### src/rtl/nios_oci_dct_pkg.sv
// Shared definitions for the OCI data-compression-trace (DCT) sequencer.
//
// Contents:
//   ENTRY_W / MAX_ENTRIES / DROP_W : packing and counter geometry
//   BUF_W / CNT_W / FRM_W          : derived buffer, count and frame widths
//   FRM_*                          : bit offsets of the fields inside a frame
//   dct_state_e                    : sequencer states
//   insert_entry / make_frame      : packing helpers used by the top level
package nios_oci_dct_pkg;

  localparam int ENTRY_W     = 2;
  localparam int MAX_ENTRIES = 15;
  localparam int DROP_W      = 8;
  localparam int CNT_W       = 4;
  localparam int BUF_W       = ENTRY_W * MAX_ENTRIES;
  localparam int FRM_W       = 1 + CNT_W + BUF_W;

  // Frame layout: {flush_flag, count[3:0], buffer[29:0]}
  localparam int FRM_BUF_LSB   = 0;
  localparam int FRM_CNT_LSB   = BUF_W;
  localparam int FRM_FLUSH_BIT = BUF_W + CNT_W;

  localparam logic [CNT_W-1:0] FULL_COUNT = CNT_W'(MAX_ENTRIES);

  typedef enum logic [1:0] {
    IDLE = 2'd0,
    FILL = 2'd1,
    HOLD = 2'd2
  } dct_state_e;

  // Write a code into slot idx (LSB-first). A constant-indexed loop keeps
  // every part-select in range, even for idx values that never occur.
  function automatic logic [BUF_W-1:0] insert_entry(
    input logic [BUF_W-1:0]   buffer,
    input logic [CNT_W-1:0]   idx,
    input logic [ENTRY_W-1:0] code
  );
    logic [BUF_W-1:0] result;
    result = buffer;
    for (int i = 0; i < MAX_ENTRIES; i++) begin
      if (idx == CNT_W'(i)) begin
        result[i*ENTRY_W +: ENTRY_W] = code;
      end
    end
    return result;
  endfunction

  function automatic logic [FRM_W-1:0] make_frame(
    input logic             flush_flag,
    input logic [CNT_W-1:0] count,
    input logic [BUF_W-1:0] buffer
  );
    logic [FRM_W-1:0] frame;
    frame                            = '0;
    frame[FRM_FLUSH_BIT]             = flush_flag;
    frame[FRM_CNT_LSB +: CNT_W]      = count;
    frame[FRM_BUF_LSB +: BUF_W]      = buffer;
    return frame;
  endfunction

endpackage

### src/rtl/nios_oci_dct_frame_reg.sv
// Single-entry valid/ready output register for DCT frames.
//
// Ports:
//   clk, reset  : clock, asynchronous active-high reset
//   load        : commit load_data this edge (only asserted while free=1)
//   load_data   : frame to commit
//   frm_ready   : downstream trace FIFO accepts the held frame
//   frm_valid   : a frame is held
//   frm_data    : the held frame, stable while frm_valid && !frm_ready
//   free        : register can take a new frame on this edge
module nios_oci_dct_frame_reg
  import nios_oci_dct_pkg::*;
(
  input  logic             clk,
  input  logic             reset,
  input  logic             load,
  input  logic [FRM_W-1:0] load_data,
  input  logic             frm_ready,
  output logic             frm_valid,
  output logic [FRM_W-1:0] frm_data,
  output logic             free
);

  // A frame leaving on this edge frees the slot for a same-edge refill.
  assign free = !frm_valid || frm_ready;

  // Load has priority over drain so a back-to-back commit has no bubble.
  // Data is only written on load, which keeps it stable while stalled.
  always_ff @(posedge clk or posedge reset) begin
    if (reset) begin
      frm_valid <= 1'b0;
      frm_data  <= '0;
    end else if (load) begin
      frm_valid <= 1'b1;
      frm_data  <= load_data;
    end else if (frm_ready) begin
      frm_valid <= 1'b0;
    end
  end

endmodule

### src/rtl/nios_system_nios2_oci_dct_sequencer.sv
// OCI DCT sequencer: packs 2-bit branch codes into a 30-bit buffer of up to
// 15 entries and commits each full or flushed buffer as one 35-bit frame.
//
// Ports:
//   clk, reset    : clock, asynchronous active-high reset
//   trace_enable  : tracing on; a falling edge forces a flush
//   br_valid      : branch code present
//   br_code       : branch code, 2'b00 ignored
//   flush_req     : single-cycle flush pulse
//   frm_ready     : trace FIFO accepts a frame
//   frm_valid     : frame held in the output register
//   frm_data      : {flush_flag, count, buffer}
//   dct_buffer    : live packing buffer
//   dct_count     : live entry count (0..15)
//   overflow      : sticky, an entry was dropped
//   drop_cnt      : saturating count of dropped entries
//   idle          : in IDLE with no frame pending
module nios_system_nios2_oci_dct_sequencer
  import nios_oci_dct_pkg::*;
(
  input  logic               clk,
  input  logic               reset,
  input  logic               trace_enable,
  input  logic               br_valid,
  input  logic [ENTRY_W-1:0] br_code,
  input  logic               flush_req,
  input  logic               frm_ready,
  output logic               frm_valid,
  output logic [FRM_W-1:0]   frm_data,
  output logic [BUF_W-1:0]   dct_buffer,
  output logic [CNT_W-1:0]   dct_count,
  output logic               overflow,
  output logic [DROP_W-1:0]  drop_cnt,
  output logic               idle
);

  dct_state_e       state, state_n;
  logic [BUF_W-1:0] buf_n, buf_a;
  logic [CNT_W-1:0] count_n, count_a;
  logic             flush_pend, pend_n;
  logic             te_q;
  logic             te_fall;
  logic             code_ok;
  logic             flush;
  logic             load;
  logic [FRM_W-1:0] load_data;
  logic             drop;
  logic             free;

  nios_oci_dct_frame_reg u_frame_reg (
    .clk       (clk),
    .reset     (reset),
    .load      (load),
    .load_data (load_data),
    .frm_ready (frm_ready),
    .frm_valid (frm_valid),
    .frm_data  (frm_data),
    .free      (free)
  );

  assign code_ok = br_valid && (br_code != '0);
  assign te_fall = te_q && !trace_enable;
  assign idle    = (state == IDLE) && !frm_valid;

  // Next-state logic. In FILL the incoming branch is appended first
  // (buf_a/count_a), then full/flush is evaluated on the appended result,
  // so the 15th entry and a same-cycle flush both land in the same frame.
  always_comb begin
    state_n   = state;
    buf_n     = dct_buffer;
    count_n   = dct_count;
    pend_n    = flush_pend;
    load      = 1'b0;
    load_data = '0;
    drop      = 1'b0;
    flush     = flush_req || te_fall;
    buf_a     = code_ok ? insert_entry(dct_buffer, dct_count, br_code) : dct_buffer;
    count_a   = dct_count + CNT_W'(code_ok);

    case (state)
      IDLE: begin
        pend_n = 1'b0;
        if (trace_enable) begin
          state_n = FILL;
        end
      end

      FILL: begin
        if ((count_a == FULL_COUNT) || (flush && (count_a != '0))) begin
          if (free) begin
            load      = 1'b1;
            load_data = make_frame(flush, count_a, buf_a);
            buf_n     = '0;
            count_n   = '0;
            state_n   = te_fall ? IDLE : FILL;
          end else begin
            buf_n   = buf_a;
            count_n = count_a;
            pend_n  = flush;
            state_n = HOLD;
          end
        end else begin
          buf_n   = buf_a;
          count_n = count_a;
          if (te_fall) begin
            state_n = IDLE;
          end
        end
      end

      HOLD: begin
        // Buffer is frozen; anything arriving now is lost.
        drop   = code_ok;
        pend_n = flush_pend || flush;
        if (free) begin
          load      = 1'b1;
          load_data = make_frame(pend_n, dct_count, dct_buffer);
          buf_n     = '0;
          count_n   = '0;
          pend_n    = 1'b0;
          state_n   = trace_enable ? FILL : IDLE;
        end
      end

      default: begin
        state_n = IDLE;
      end
    endcase
  end

  // Sequencer state, packing buffer and trace-enable history.
  always_ff @(posedge clk or posedge reset) begin
    if (reset) begin
      state      <= IDLE;
      dct_buffer <= '0;
      dct_count  <= '0;
      flush_pend <= 1'b0;
      te_q       <= 1'b0;
    end else begin
      state      <= state_n;
      dct_buffer <= buf_n;
      dct_count  <= count_n;
      flush_pend <= pend_n;
      te_q       <= trace_enable;
    end
  end

  // Drop bookkeeping; cleared only by reset, counter saturates at all-ones.
  always_ff @(posedge clk or posedge reset) begin
    if (reset) begin
      overflow <= 1'b0;
      drop_cnt <= '0;
    end else if (drop) begin
      overflow <= 1'b1;
      if (drop_cnt != '1) begin
        drop_cnt <= drop_cnt + DROP_W'(1);
      end
    end
  end

endmodule

### config.mk
export PLATFORM = sky130hd
export DESIGN_NAME = nios_system_nios2_oci_dct_sequencer
export DESIGN_NICKNAME = d
export VERILOG_FILES = /design/src/rtl/nios_oci_dct_pkg.sv /design/src/rtl/nios_oci_dct_frame_reg.sv /design/src/rtl/nios_system_nios2_oci_dct_sequencer.sv
export SDC_FILE = /design/constraint.sdc
export NUM_CORES = 1
export LEC_CHECK = 0
export CORE_MARGIN = 3
export CORE_UTILIZATION = 57
export DETAILED_ROUTE_END_ITERATION = 12
export GPL_ROUTABILITY_DRIVEN = 0
export PLACE_DENSITY = 0.86
export RECOVER_POWER = 100
export SLEW_MARGIN = 40
export SYNTH_ARGS = -nofsm -noshare
export SYNTH_HDL_FRONTEND = slang
export SYNTH_HIERARCHICAL = 1
export SYNTH_SLANG_ARGS = --single-unit
### constraint.sdc
create_clock -name clk -period 6.6 [get_ports clk]
set_clock_uncertainty 0.05 [all_clocks]
set_input_delay 1.98 -clock clk [delete_from_list [all_inputs] [get_ports clk]]
set_output_delay 1.98 -clock clk [all_outputs]
set_load 0.02 [all_outputs]
* Yosys cells after proc, flatten, opt, wreduce, memory -nomap -nowiden
Index checks and enable logic that the tools add are counted.
Word-level totals: register bits 83, word-level logic and storage cells 101, bits of input ports 8
Cells by class: eq/ne operators 23, reduce and logical (&&, ||, !) cells 21, add/subtract/negate cells 2, multiplexer cells 46
Operators with widths (number):
- 30-bit two-way mux | 4
- 35-bit two-way mux | 3
- 35-bit case mux with 2 select lines | 1
- 30-bit case mux with 2 select lines | 1
- 2-bit two-way mux | 20
- 4-bit equality test, second input constant | 8
- 4-bit by 3-bit equality test with 1-bit output, second input constant | 4
- 4-bit two-way mux | 3
- 1-bit two-way mux | 10
- 8-bit by 1-bit adder with 8-bit output, second input constant | 1
- 4-bit by 2-bit equality test with 1-bit output, second input constant | 2
- 2-bit inequality test, second input constant | 4
- 8-bit inequality test, second input constant | 1
- 4-bit case mux with 2 select lines | 1
- 2-bit case mux with 3 select lines | 1
- 3-bit AND reduction | 2
- 2-bit nonzero test | 3
- 4-bit by 1-bit adder with 4-bit output | 1
- 4-bit by 1-bit equality test with 1-bit output, second input constant | 1
- 1-bit logical AND | 4
- 4-bit logical NOT | 1
- 1-bit logical OR | 4
- 2-bit AND reduction | 2
- 4-bit nonzero test | 1
- other kinds (8) | 9

* Longest topological paths before layout
Gate-level depths: netlist of the first run.
depth after elaboration 9, depth in mapped cells 12

* Hierarchy
The synthesis of the first run kept the hierarchy.
By module, submodules not included:
- nios_system_nios2_oci_dct_sequencer | times used 1, area each 3159.3 sq um, cells an instance 315
- nios_oci_dct_frame_reg | times used 1, area each 1491.4 sq um, cells an instance 78

* Worst setup path before layout of the first run
OpenSTA, ideal clock, no wires.
kind input to register, from input port br_code[1], to register u_frame_reg.frm_data[30], library setup time 0.125 ns, buffers on the path 1, setup slack 2.062 ns, arrival 4.363 ns, stages 11, path through o21ai_0 inv_1 ha_1 ha_1 xor2_2 a311o_2 a21oi_1 buf_2 nor2_1 a22o_1 mux2_4
Between the ends: longest elaborated chain between the ends 8, elaborated cells between the ends (all ways) 12, those cells by class add/sub (1); eq/ne (1); mux (5); reduce/logical (5)
Ends and longest elaborated chain:
- start: declaration | line nios_system_nios2_oci_dct_sequencer.sv:25 | input logic [ENTRY_W-1:0] br_code,
- 2-bit nonzero test * | line nios_system_nios2_oci_dct_sequencer.sv:61 | assign code_ok = br_valid && (br_code != '0);
- 1-bit logical AND * | line nios_system_nios2_oci_dct_sequencer.sv:61
- 4-bit by 1-bit adder with 4-bit output * | line nios_system_nios2_oci_dct_sequencer.sv:78 | count_a = dct_count + CNT_W'(code_ok);
- 4-bit nonzero test | line nios_system_nios2_oci_dct_sequencer.sv:89 | if ((count_a == FULL_COUNT) || (flush && (count_a != '0))) begin
- 1-bit logical AND | line nios_system_nios2_oci_dct_sequencer.sv:89
- 1-bit logical OR | line nios_system_nios2_oci_dct_sequencer.sv:89
- 35-bit two-way mux * | line nios_system_nios2_oci_dct_sequencer.sv:89
- 35-bit case mux with 2 select lines * | line nios_system_nios2_oci_dct_sequencer.sv:80 | case (state)
- named net load_data[30] | line nios_system_nios2_oci_dct_sequencer.sv:46 | logic [FRM_W-1:0] load_data;
- end signal: assignment | line nios_oci_dct_frame_reg.sv:35 | frm_data <= load_data;
- end: declaration | line nios_oci_dct_frame_reg.sv:20 | output logic [FRM_W-1:0] frm_data,
The timed path passes the listed nets; every way through them passes the cells marked *. A chain may end at the register's enable or synchronous reset.

* Worst setup path in the final report of the first run
from input port br_code[0], to register u_frame_reg.frm_data[0]
Between the ends: longest elaborated chain between the ends 8, elaborated cells between the ends (all ways) 14, those cells by class add/sub (1); eq/ne (1); mux (7); reduce/logical (5)
Ends and longest elaborated chain (line):
- 2-bit nonzero test | nios_system_nios2_oci_dct_sequencer.sv:61
- 1-bit logical AND | nios_system_nios2_oci_dct_sequencer.sv:61
- 4-bit by 1-bit adder with 4-bit output | nios_system_nios2_oci_dct_sequencer.sv:78
- 4-bit nonzero test | nios_system_nios2_oci_dct_sequencer.sv:89
- 1-bit logical AND | nios_system_nios2_oci_dct_sequencer.sv:89
- 1-bit logical OR | nios_system_nios2_oci_dct_sequencer.sv:89
- 35-bit two-way mux * | nios_system_nios2_oci_dct_sequencer.sv:89
- 35-bit case mux with 2 select lines * | nios_system_nios2_oci_dct_sequencer.sv:80
- named net load_data[0] | nios_system_nios2_oci_dct_sequencer.sv:46
Marked as above.

==> results.sh, run 1 <==
export IMPL_ys_seq_elements=83
export IMPL_synthTopCellsByArea="dfrtp_1 (45%), o2bb2ai_1 (11%), mux2_4 (9.4%), o31ai_4 (4.1%), o31ai_1 (3.7%)"
export IMPL_postCtsSetupBuffers=0
export IMPL_worstHoldStart="overflow$_DFFE_PP0P_"
export IMPL_whs_ns=0.424
export IMPL_place_port_buffers=87
export IMPL_rsz0062_at_grt="false"
export IMPL_wl_per_cell_um=20.2
export IMPL_initial_core_util_pct=59.6
export IMPL_synth_most_common_cell="dfrtp_1"
export IMPL_path_clk_slew_ns=0.08
export IMPL_r2r_start="dct_count[0]$_DFFE_PP0P_"
export IMPL_crit_type="in -> reg"
export IMPL_area_growth_pct=20.8
export IMPL_period_needed_ns=5.62
export IMPL_first_pass_iters=7
export IMPL_dp_hpwl_um=8180
export IMPL_grt_pass1_vias=3716
export IMPL_clk_latency_ns=0.36
export IMPL_relSlewSlack_pct=-75.3
export IMPL_worstPathMaxFanout=18
export IMPL_synth_area_um2=4650
export IMPL_die_w_um=96.3
export IMPL_cp_arrival_ns=5.81
export IMPL_grt_pass1_wl_um=19100
export IMPL_hold_class="reg -> reg"
export IMPL_grt_overflow_total=0
export IMPL_numCtsBuffers=9
export IMPL_insertedDiodeCount=0
export IMPL_cp_required_ns=6.79
export IMPL_hold_end="overflow$_DFFE_PP0P_"
export IMPL_synth_area_per_cell_um2=11.8
export IMPL_r2r_end="u_frame_reg/frm_data[0]$_DFFE_PP0P_"
export IMPL_drc=0
export IMPL_synth_edf_count=0
export IMPL_cap_violations=2
export IMPL_finalCritPeriodShare_pct=85.2
export IMPL_cts_tree="built"
export IMPL_grt_start_max_net_pins=48
export IMPL_outcome="finished with violations"
export IMPL_avgViaCountPerCell=6.45
export IMPL_cts_max_level=3
export IMPL_fin_setup_tns_ns=0
export IMPL_fin_area_um2=5620
export IMPL_clock_sinks=83
export IMPL_end_kind="flip-flop"
export IMPL_dr_first_iter_drc_count=342
export IMPL_place_area_um2=5540
export IMPL_leakage_nw=2.61
export IMPL_slew_viol_final=85
export IMPL_cts_path_max_buffers=2
export IMPL_fp_dieArea_um2=9280
export IMPL_synthTopCellsByCount="dfrtp_1 (83), o2bb2ai_1 (60), mux2_4 (29)"
export IMPL_root_buffer="clkbuf_8"
export IMPL_rrSetupSlack_ns=3.43
export IMPL_hold_viol_final=0
export IMPL_antenna_found_initial=0
export IMPL_fmax_ghz=0.178
export IMPL_synth_warnings=6
export IMPL_num_vias=3726
export IMPL_failed_checks="capacitance limit, slew limit"
export IMPL_synthDistinctLibCells=52
export IMPL_ir_drop_uv=219
export IMPL_synth_seq_area_share_pct=44.7
export IMPL_synth_cells=393
export IMPL_start_kind="input port"
export IMPL_synth_top_cell_area_share_pct=44.7
export IMPL_drt_wl_total_um=11700
export IMPL_ys_async_sr_fraction_pct=100
export IMPL_io_pins=88
export IMPL_drive_gt1_share_pct=10.3
export IMPL_synth_net_count=408
export IMPL_worstMarginPinSlew_ns=2.63
export IMPL_ant_nets=0
export IMPL_worstRegToRegCells=9
export IMPL_grt_use_total_pct=26.7
export IMPL_die_h_um=96.3
export IMPL_synth_area_leader_cell="dfrtp_1"
export IMPL_nets=487
export IMPL_cts_resized=0
export IMPL_cts_hold_buffers=0
export IMPL_min_delay_path_depth=1
export IMPL_synth_flop_cell="dfrtp_1"
export IMPL_finalSetupViolCount=0
export IMPL_p_per_area_nw_per_um2=327
export IMPL_core_area_um2=7810
export IMPL_fp_row_count=32
==> layer usage <==
| layer | global-route usage [%] | share of wire [%] |
|---|---|---|
| met5 | 0 | 0 |
| met3 | 3.75 | 7.8 |
| met2 | 40.9 | 47 |
| met1 | 38.3 | 43 |
| met4 | 10.7 | 2.1 |
==> flip-flops by register name, indices dropped and copies added (netlist names) <==
name and count:
dct_buffer 30, u_frame_reg/frm_valid 1, overflow 1, drop_cnt 8
u_frame_reg/frm_data 35, flush_pend 1, te_q 1, dct_count 4
state 2
==> where the power goes <==
part	total, mW	internal (mW)	switching (mW)	leakage [nW]
clock network	0.375	0.185	0.190	0.0950
logic	0.839	0.309	0.530	1.36
registers	0.624	0.559	0.0652	1.15
==> cell families (layout without fill, tap and decap cells) <==
logic type      count (synthesis)  after routing  share of synthesized area [%]
compound gates                126            126                           25.0
simple gates                   89             89                           9.47
flops                          83             83                           44.7
mux                            39             39                           11.8
buf+inv                        38            121                           4.95
xor+xnor                       11             11                           2.23
fa+ha+maj                       7              7                           1.88
==> worst max-delay path, stage by stage <==
cell and delay (ns):
dlygate4sd3_1 0.60, o21ai_0 0.19, clkbuf_1 0.42, inv_1 0.20, ha_1 0.25, ha_1 0.26, xor2_2 0.21, a311o_2 0.49
a21oi_1 0.27, buf_4 0.30, o31ai_1 0.16, o2bb2ai_1 0.19, mux2_1 0.31
==> through the flow <==
stage	std cells	setup slack [ns]	power [mW]	util, %
2_1_floorplan	393	2.06	1.29	-
3_3_place_gp	563	1.25	1.48	70.9
3_5_place_dp	563	1.13	1.51	70.9
4_1_cts	578	1.48	1.88	73.5
5_1_grt	578	0.683	1.93	72.0
6_report	578	0.977	1.84	72.0
==> cell usage in the layout, fill, tap and decap left out, types with 3 or more instances in the layout <==
master / count
dfrtp_1: 83
dlygate4sd3_1: 83
o2bb2ai_1: 60
mux2_1: 28
o31ai_1: 23
nand2_1: 18
nor2_1: 17
nand3_1: 12
nor3_1: 11
clkbuf_8: 10
inv_1: 9
o31ai_4: 9
nand2b_1: 8
mux2_2: 8
a21oi_1: 7
ha_1: 7
xnor2_1: 6
buf_4: 6
a22o_1: 5
nor2b_1: 4
or3_1: 4
nand4_1: 4
xor2_1: 4
clkdlybuf4s50_1: 4
o21ai_0: 3
nor4_1: 3
clkbuf_1: 3
==> how the worst max path moves through the flow <==
stage | startpoint | endpoint | slack, ns
4_1_cts | br_code[0] | u_frame_reg/frm_data[31]$_DFFE_PP0P_ | 1.48
2_1_floorplan | br_code[1] | u_frame_reg/frm_data[30]$_DFFE_PP0P_ | 2.06
6_report | br_code[0] | u_frame_reg/frm_data[0]$_DFFE_PP0P_ | 0.98
3_5_place_dp | br_code[0] | u_frame_reg/frm_data[31]$_DFFE_PP0P_ | 1.13
5_1_grt | br_code[0] | u_frame_reg/frm_data[0]$_DFFE_PP0P_ | 0.68
3_3_place_gp | br_code[0] | u_frame_reg/frm_data[30]$_DFFE_PP0P_ | 1.25
==> final cells by class <==
cell class / count / area [µm²]
Multi-Input combinational cell: 272 / 2250
Fill cell: 571 / 2190
Sequential cell: 83 / 2080
Timing Repair Buffer: 96 / 927
Clock buffer: 10 / 138
Tap cell: 102 / 128
Clock inverter: 5 / 62.6
Inverter: 10 / 37.5
No activity file was read; power rests on OpenSTA's default activity.
==> run 2: changes to the inputs <==
--- a/config.mk
+++ b/config.mk
@@ -5,11 +5,12 @@
 export SDC_FILE = /design/constraint.sdc
 export NUM_CORES = 1
 export LEC_CHECK = 0
+export CAP_MARGIN = 15
 export CORE_MARGIN = 3
-export CORE_UTILIZATION = 57
+export CORE_UTILIZATION = 55
 export DETAILED_ROUTE_END_ITERATION = 12
 export GPL_ROUTABILITY_DRIVEN = 0
-export PLACE_DENSITY = 0.86
+export PLACE_DENSITY = 0.84
 export RECOVER_POWER = 100
 export SLEW_MARGIN = 40
 export SYNTH_ARGS = -nofsm -noshare
==> run 2 against run 1 <==
- the run still ends with capacitance limit, slew limit left
- non-clock buffer count shrank 1
- via count shrank 1.3%
- core utilization shrank 2.8 points
- critical path type unchanged
- largest power group unchanged
==> results.sh, run 2 (synthesized netlist as in run 1, its figures left out) <==
export IMPL_end_kind="flip-flop"
export IMPL_ir_drop_uv=202
export IMPL_cts_path_max_buffers=2
export IMPL_num_vias=3679
export IMPL_outcome="finished with violations"
export IMPL_drc=0
export IMPL_die_h_um=98.0
export IMPL_clock_sinks=83
export IMPL_num_fill_cells=596
export IMPL_relSlewSlack_pct=-65.4
export IMPL_fp_dieArea_um2=9600
export IMPL_drive_gt1_share_pct=7.77
export IMPL_grt_pass1_vias=3865
export IMPL_postLayoutCoreUtil_pct=69.1
export IMPL_postCtsSetupBuffers=0
export IMPL_top_regs="u_frame_reg/frm_data x35, dct_buffer x30, drop_cnt x8"
export IMPL_place_area_um2=5530
export IMPL_p_per_area_nw_per_um2=321
export IMPL_worstHoldStart="overflow$_DFFE_PP0P_"
export IMPL_finalNonFillerCells=578
export IMPL_hold_viol_final=0
export IMPL_fp_row_count=32
export IMPL_cp_arrival_ns=5.78
export IMPL_leakage_nw=2.60
export IMPL_crit_type="in -> reg"
export IMPL_rsz0062_at_grt="false"
export IMPL_hold_class="reg -> reg"
export IMPL_dp_hpwl_um=7970
export IMPL_cap_violations=2
export IMPL_avgViaCountPerCell=6.37
export IMPL_ant_nets=0
export IMPL_wl_per_cell_um=19.8
export IMPL_start_kind="input port"
export IMPL_cp_required_ns=6.79
export IMPL_die_w_um=98.0
export IMPL_startpoint="br_code[1]"
export IMPL_fmax_ghz=0.179
export IMPL_worst_slack_ns=1.01
export IMPL_cts_max_level=3
export IMPL_finalCritPeriodShare_pct=84.7
export IMPL_grt_use_total_pct=25.4
export IMPL_io_pins=88
export IMPL_initial_core_util_pct=58.4
export IMPL_dp_worst_setup_slack_ns=0.914
export IMPL_fin_area_um2=5510
export IMPL_first_pass_iters=5
export IMPL_insertedDiodeCount=0
export IMPL_place_port_buffers=87
export IMPL_root_buffer="clkbuf_8"
export IMPL_numCtsBuffers=9
export IMPL_dr_first_iter_drc_count=223
export IMPL_area_growth_pct=18.5
export IMPL_drt_wl_total_um=11400
export IMPL_top_register="u_frame_reg/frm_data"
export IMPL_slew_viol_final=85
export IMPL_failed_checks="capacitance limit, slew limit"
export IMPL_core_area_um2=7970
export IMPL_cts_hold_buffers=0
export IMPL_grt_start_max_net_pins=48
export IMPL_dp_cells=562
export IMPL_path_clk_slew_ns=0.08
export IMPL_cts_resized=0
export IMPL_grt_overflow_total=0
export IMPL_period_needed_ns=5.59
export IMPL_antenna_found_initial=0
export IMPL_layout_common_cells="dfrtp_1 (83), dlygate4sd3_1 (83), o2bb2ai_1 (60)"
export IMPL_largest_reg_flops=35
export IMPL_clk_latency_ns=0.36
export IMPL_cts_tree="built"
export IMPL_worstMarginPinSlew_ns=2.48
export IMPL_fin_setup_tns_ns=0
export IMPL_worstPathMaxFanout=36
export IMPL_grt_pass1_wl_um=19900
export IMPL_nets=486
export IMPL_r2r_start="dct_count[0]$_DFFE_PP0P_"
export IMPL_total_power_mw=1.77
export IMPL_whs_ns=0.420
export IMPL_finalSetupViolCount=0
[run 2: cell type report]
type                    instances  area (µm²)  share of cell area [%]
repair buffers                 95         923                    16.8
multi-input cells             272        2140                    38.8
flip-flops and latches         83        2080                    37.7
inverters                      10        37.5                   0.681
clock inverters                 5        62.6                    1.14
well taps                     102         128                    2.32
clock buffers                  11         141                    2.57
[run 2: final timing paths]
check	endpoint	slack, ns	cells after the start
worst max-delay path	u_frame_reg/frm_data[29]$_DFFE_PP0P_	1.01	13
min in group asynchronous	u_frame_reg/frm_data[23]$_DFFE_PP0P_	2.73	3
worst min-delay path	overflow$_DFFE_PP0P_	0.42	1
worst max register to register	u_frame_reg/frm_data[29]$_DFFE_PP0P_	3.24	9
max in group asynchronous	dct_count[2]$_DFFE_PP0P_	2.15	3
worst min register to register	overflow$_DFFE_PP0P_	0.42	1
[run 2: metal layers]
layer | global-route usage, % | routed length, µm | up-vias
met2 | 39.6 | 5480 | 170
met4 | 10.3 | 247 | 0
met1 | 35.0 | 4920 | 1812
met5 | 0 | 0 | -
met3 | 4.86 | 794 | 26
li1 | - | - | 1671
[run 2: where the power goes]
group	internal (mW)	switching, mW
Clock	0.186	0.186
Sequential	0.559	0.0607
Combinational	0.276	0.499
Total	1.02	0.746
[run 2: worst max-delay path: stages]
cell	delay, ns
dlygate4sd3_1	0.59
o21ai_0	0.28
buf_4	0.23
inv_1	0.11
ha_1	0.21
ha_1	0.23
xor2_1	0.43
a311oi_1	0.20
o21ai_0	0.36
a21oi_1	0.20
nor2_4	0.13
buf_4	0.44
mux2_1	0.38
==> run 3: changes to the inputs <==
--- a/config.mk
+++ b/config.mk
@@ -7,10 +7,10 @@
 export LEC_CHECK = 0
 export CAP_MARGIN = 15
 export CORE_MARGIN = 3
-export CORE_UTILIZATION = 55
+export CORE_UTILIZATION = 53
 export DETAILED_ROUTE_END_ITERATION = 12
 export GPL_ROUTABILITY_DRIVEN = 0
-export PLACE_DENSITY = 0.84
+export PLACE_DENSITY = 0.81
 export RECOVER_POWER = 100
 export SLEW_MARGIN = 40
 export SYNTH_ARGS = -nofsm -noshare
==> constraint.sdc (replaced) <==
create_clock -name clk -period 5.5 [get_ports clk]
set_clock_uncertainty 0.05 [all_clocks]
set_input_delay 1.65 -clock clk [delete_from_list [all_inputs] [get_ports clk]]
set_output_delay 1.65 -clock clk [all_outputs]
set_load 0.02 [all_outputs]
==> run 3 against run 2 <==
- the flow still finishes with violations (capacitance limit, slew limit)
- design area rose by 1.0%
- setup slack got worse by 0.69 ns
- clock power rose by 3%
- core utilization fell by 2.7 points
- global-route usage fell by 1.3 points
- die area rose by 3.5%
- wire length rose by 3.4%
- power rose by 20%
- clock-buffer cell count did not move
- final cell count rose by 1.2%
- highest routed layer unchanged
==> results.sh, run 3 (synthesized netlist as in run 1, its figures left out) <==
export IMPL_drive_gt1_share_pct=9.79
export IMPL_path_buf_inv=2
export IMPL_busiest_layer="met2"
export IMPL_power_frac_clock_pct=18.0
export IMPL_end_kind="flip-flop"
export IMPL_die_w_um=99.7
export IMPL_pwr_share_seq_pct=35.1
export IMPL_worstMarginPinSlew_ns=2.63
export IMPL_ant_nets=0
export IMPL_failed_checks="capacitance limit, slew limit"
export IMPL_cp_required_ns=5.69
export IMPL_area_growth_pct=19.7
export IMPL_top_register="u_frame_reg/frm_data"
export IMPL_cp_arrival_ns=5.37
export IMPL_leakage_nw=2.60
export IMPL_p_per_area_nw_per_um2=382
export IMPL_met3_usage_pct=4.35
export IMPL_slew_viol_final=85
export IMPL_initial_core_util_pct=55.5
export IMPL_wl_per_cell_um=20.2
export IMPL_dr_first_iter_drc_count=348
export IMPL_hold_end="overflow$_DFFE_PP0P_"
export IMPL_fmax_ghz=0.193
export IMPL_insertedDiodeCount=0
export IMPL_worstHoldStart="overflow$_DFFE_PP0P_"
export IMPL_r2r_start="dct_count[0]$_DFFE_PP0P_"
export IMPL_cts_tree="built"
export IMPL_rrSetupSlack_ns=1.97
export IMPL_first_pass_iters=5
export IMPL_max_stage_delay_ns=0.73
export IMPL_cts_hold_buffers=0
export IMPL_drc=0
export IMPL_min_delay_path_depth=1
export IMPL_largest_reg_flops=35
export IMPL_grt_start_max_net_pins=48
export IMPL_use_met2_pct=37.6
export IMPL_outcome="finished with violations"
export IMPL_relSlewSlack_pct=-75.0
export IMPL_cap_violations=2
export IMPL_cp_top_family="compound AO/OA/AOI/OAI gates"
export IMPL_hold_class="reg -> reg"
export IMPL_numCtsBuffers=9
export IMPL_hold_viol_final=0
export IMPL_grt_overflow_total=0
export IMPL_cts_resized=0
export IMPL_drt_wl_total_um=11800
export IMPL_fin_area_um2=5570
export IMPL_ir_drop_uv=277
export IMPL_cts_max_level=3
export IMPL_avgViaCountPerCell=6.26
export IMPL_met1_usage_pct=33.8
export IMPL_antenna_found_initial=0
export IMPL_worstPathMaxFanout=15
export IMPL_net_switching_power_mw=0.927
export IMPL_grt_pass1_vias=3690
export IMPL_finalCritPeriodShare_pct=94.3
export IMPL_share_comb_of_total_power_pct=46.9
export IMPL_clock_sinks=83
export IMPL_num_vias=3665
export IMPL_dp_worst_setup_slack_ns=0.418
export IMPL_postCtsSetupBuffers=0
export IMPL_place_port_buffers=87
export IMPL_core_area_um2=8380
export IMPL_crit_top_cell="ha_1"
export IMPL_worstRegToRegCells=7
export IMPL_crit_type="in -> reg"
export IMPL_clk_latency_ns=0.35
export IMPL_fin_setup_tns_ns=0
export IMPL_nets=490
export IMPL_die_h_um=99.7
export IMPL_rsz0062_at_grt="false"
export IMPL_layout_common_cells="dfrtp_1 (83), dlygate4sd3_1 (83), o2bb2ai_1 (60)"
export IMPL_place_area_um2=5570
export IMPL_start_kind="input port"
export IMPL_top_regs="u_frame_reg/frm_data x35, dct_buffer x30, drop_cnt x8"
export IMPL_fp_row_count=33
export IMPL_path_clk_slew_ns=0.08
export IMPL_grt_pass1_wl_um=19100
export IMPL_dp_hpwl_um=8320
export IMPL_crit_slowest_cell="nand3_1"
export IMPL_intPower_mw=1.20
export IMPL_root_buffer="clkbuf_8"
export IMPL_r2r_end="dct_buffer[10]$_DFFE_PP0P_"
export IMPL_path_cells="dlygate4sd3_1, o21ai_0, inv_1, ha_1, ha_1, xor2_2, o32a_4, o311ai_0, nand3_1, o2bb2ai_1"
export IMPL_cts_path_max_buffers=2
export IMPL_finalSetupViolCount=0
export IMPL_fp_dieArea_um2=9940
export IMPL_period_needed_ns=5.18
export IMPL_switching_share_pct=43.6
export IMPL_worst_slack_ns=0.315
export IMPL_grt_use_total_pct=24.1
export IMPL_io_pins=88
run 3: cell count changes in the layout (fill, tap and decap cells not counted), sizes merged:
cell    previous run  this run
clkbuf            13        16
clkinv             3         4
bufinv             1         0
buf                6         7
run 3: area by class of cell:
| type | count | area (µm²) |
|---|---|---|
| Inverter | 10 | 37.5 |
| Clock inverter | 5 | 30.0 |
| Timing Repair Buffer | 99 | 945 |
| Clock buffer | 11 | 131 |
| Fill cell | 664 | 2820 |
| Tap cell | 105 | 131 |
| Sequential cell | 83 | 2080 |
| Multi-Input combinational cell | 272 | 2210 |
run 3: metal layers:
layer  routed length (µm)  vias up
li1                     -     1675
met1                 5330     1804
met2                 5560      154
met3                  615       32
met4                  325        0
met5                    0        -
run 3: how the worst max path moves through the flow:
stage	start	cells after the start	endpoint
2_1_floorplan	br_code[1]	11	u_frame_reg/frm_data[30]$_DFFE_PP0P_
3_3_place_gp	br_code[1]	12	u_frame_reg/frm_data[6]$_DFFE_PP0P_
3_5_place_dp	br_code[1]	12	u_frame_reg/frm_data[6]$_DFFE_PP0P_
4_1_cts	br_code[1]	12	u_frame_reg/frm_data[6]$_DFFE_PP0P_
5_1_grt	br_code[0]	10	dct_buffer[1]$_DFFE_PP0P_
6_report	br_code[0]	10	dct_buffer[10]$_DFFE_PP0P_
run 3: per-stage QoR:
stage          power (mW)  util (%)  cells  hold WS, ns
2_1_floorplan        1.55         -    393        0.426
3_3_place_gp         1.79      66.3    568        0.399
3_5_place_dp         1.82      66.5    569        0.407
4_1_cts              2.21      68.4    585        0.426
5_1_grt              2.23      66.4    585        0.466
6_report             2.12      66.4    585        0.423
run 3: power groups by stage:
stage	sequential, mW	clock [mW]	combinational (mW)
finish	0.745	0.383	0.997
global route	0.755	0.408	1.06
CTS	0.747	0.385	1.07
detailed placement	0.757	0	1.07
global placement	0.752	0	1.03
floorplan	0.788	0	0.766
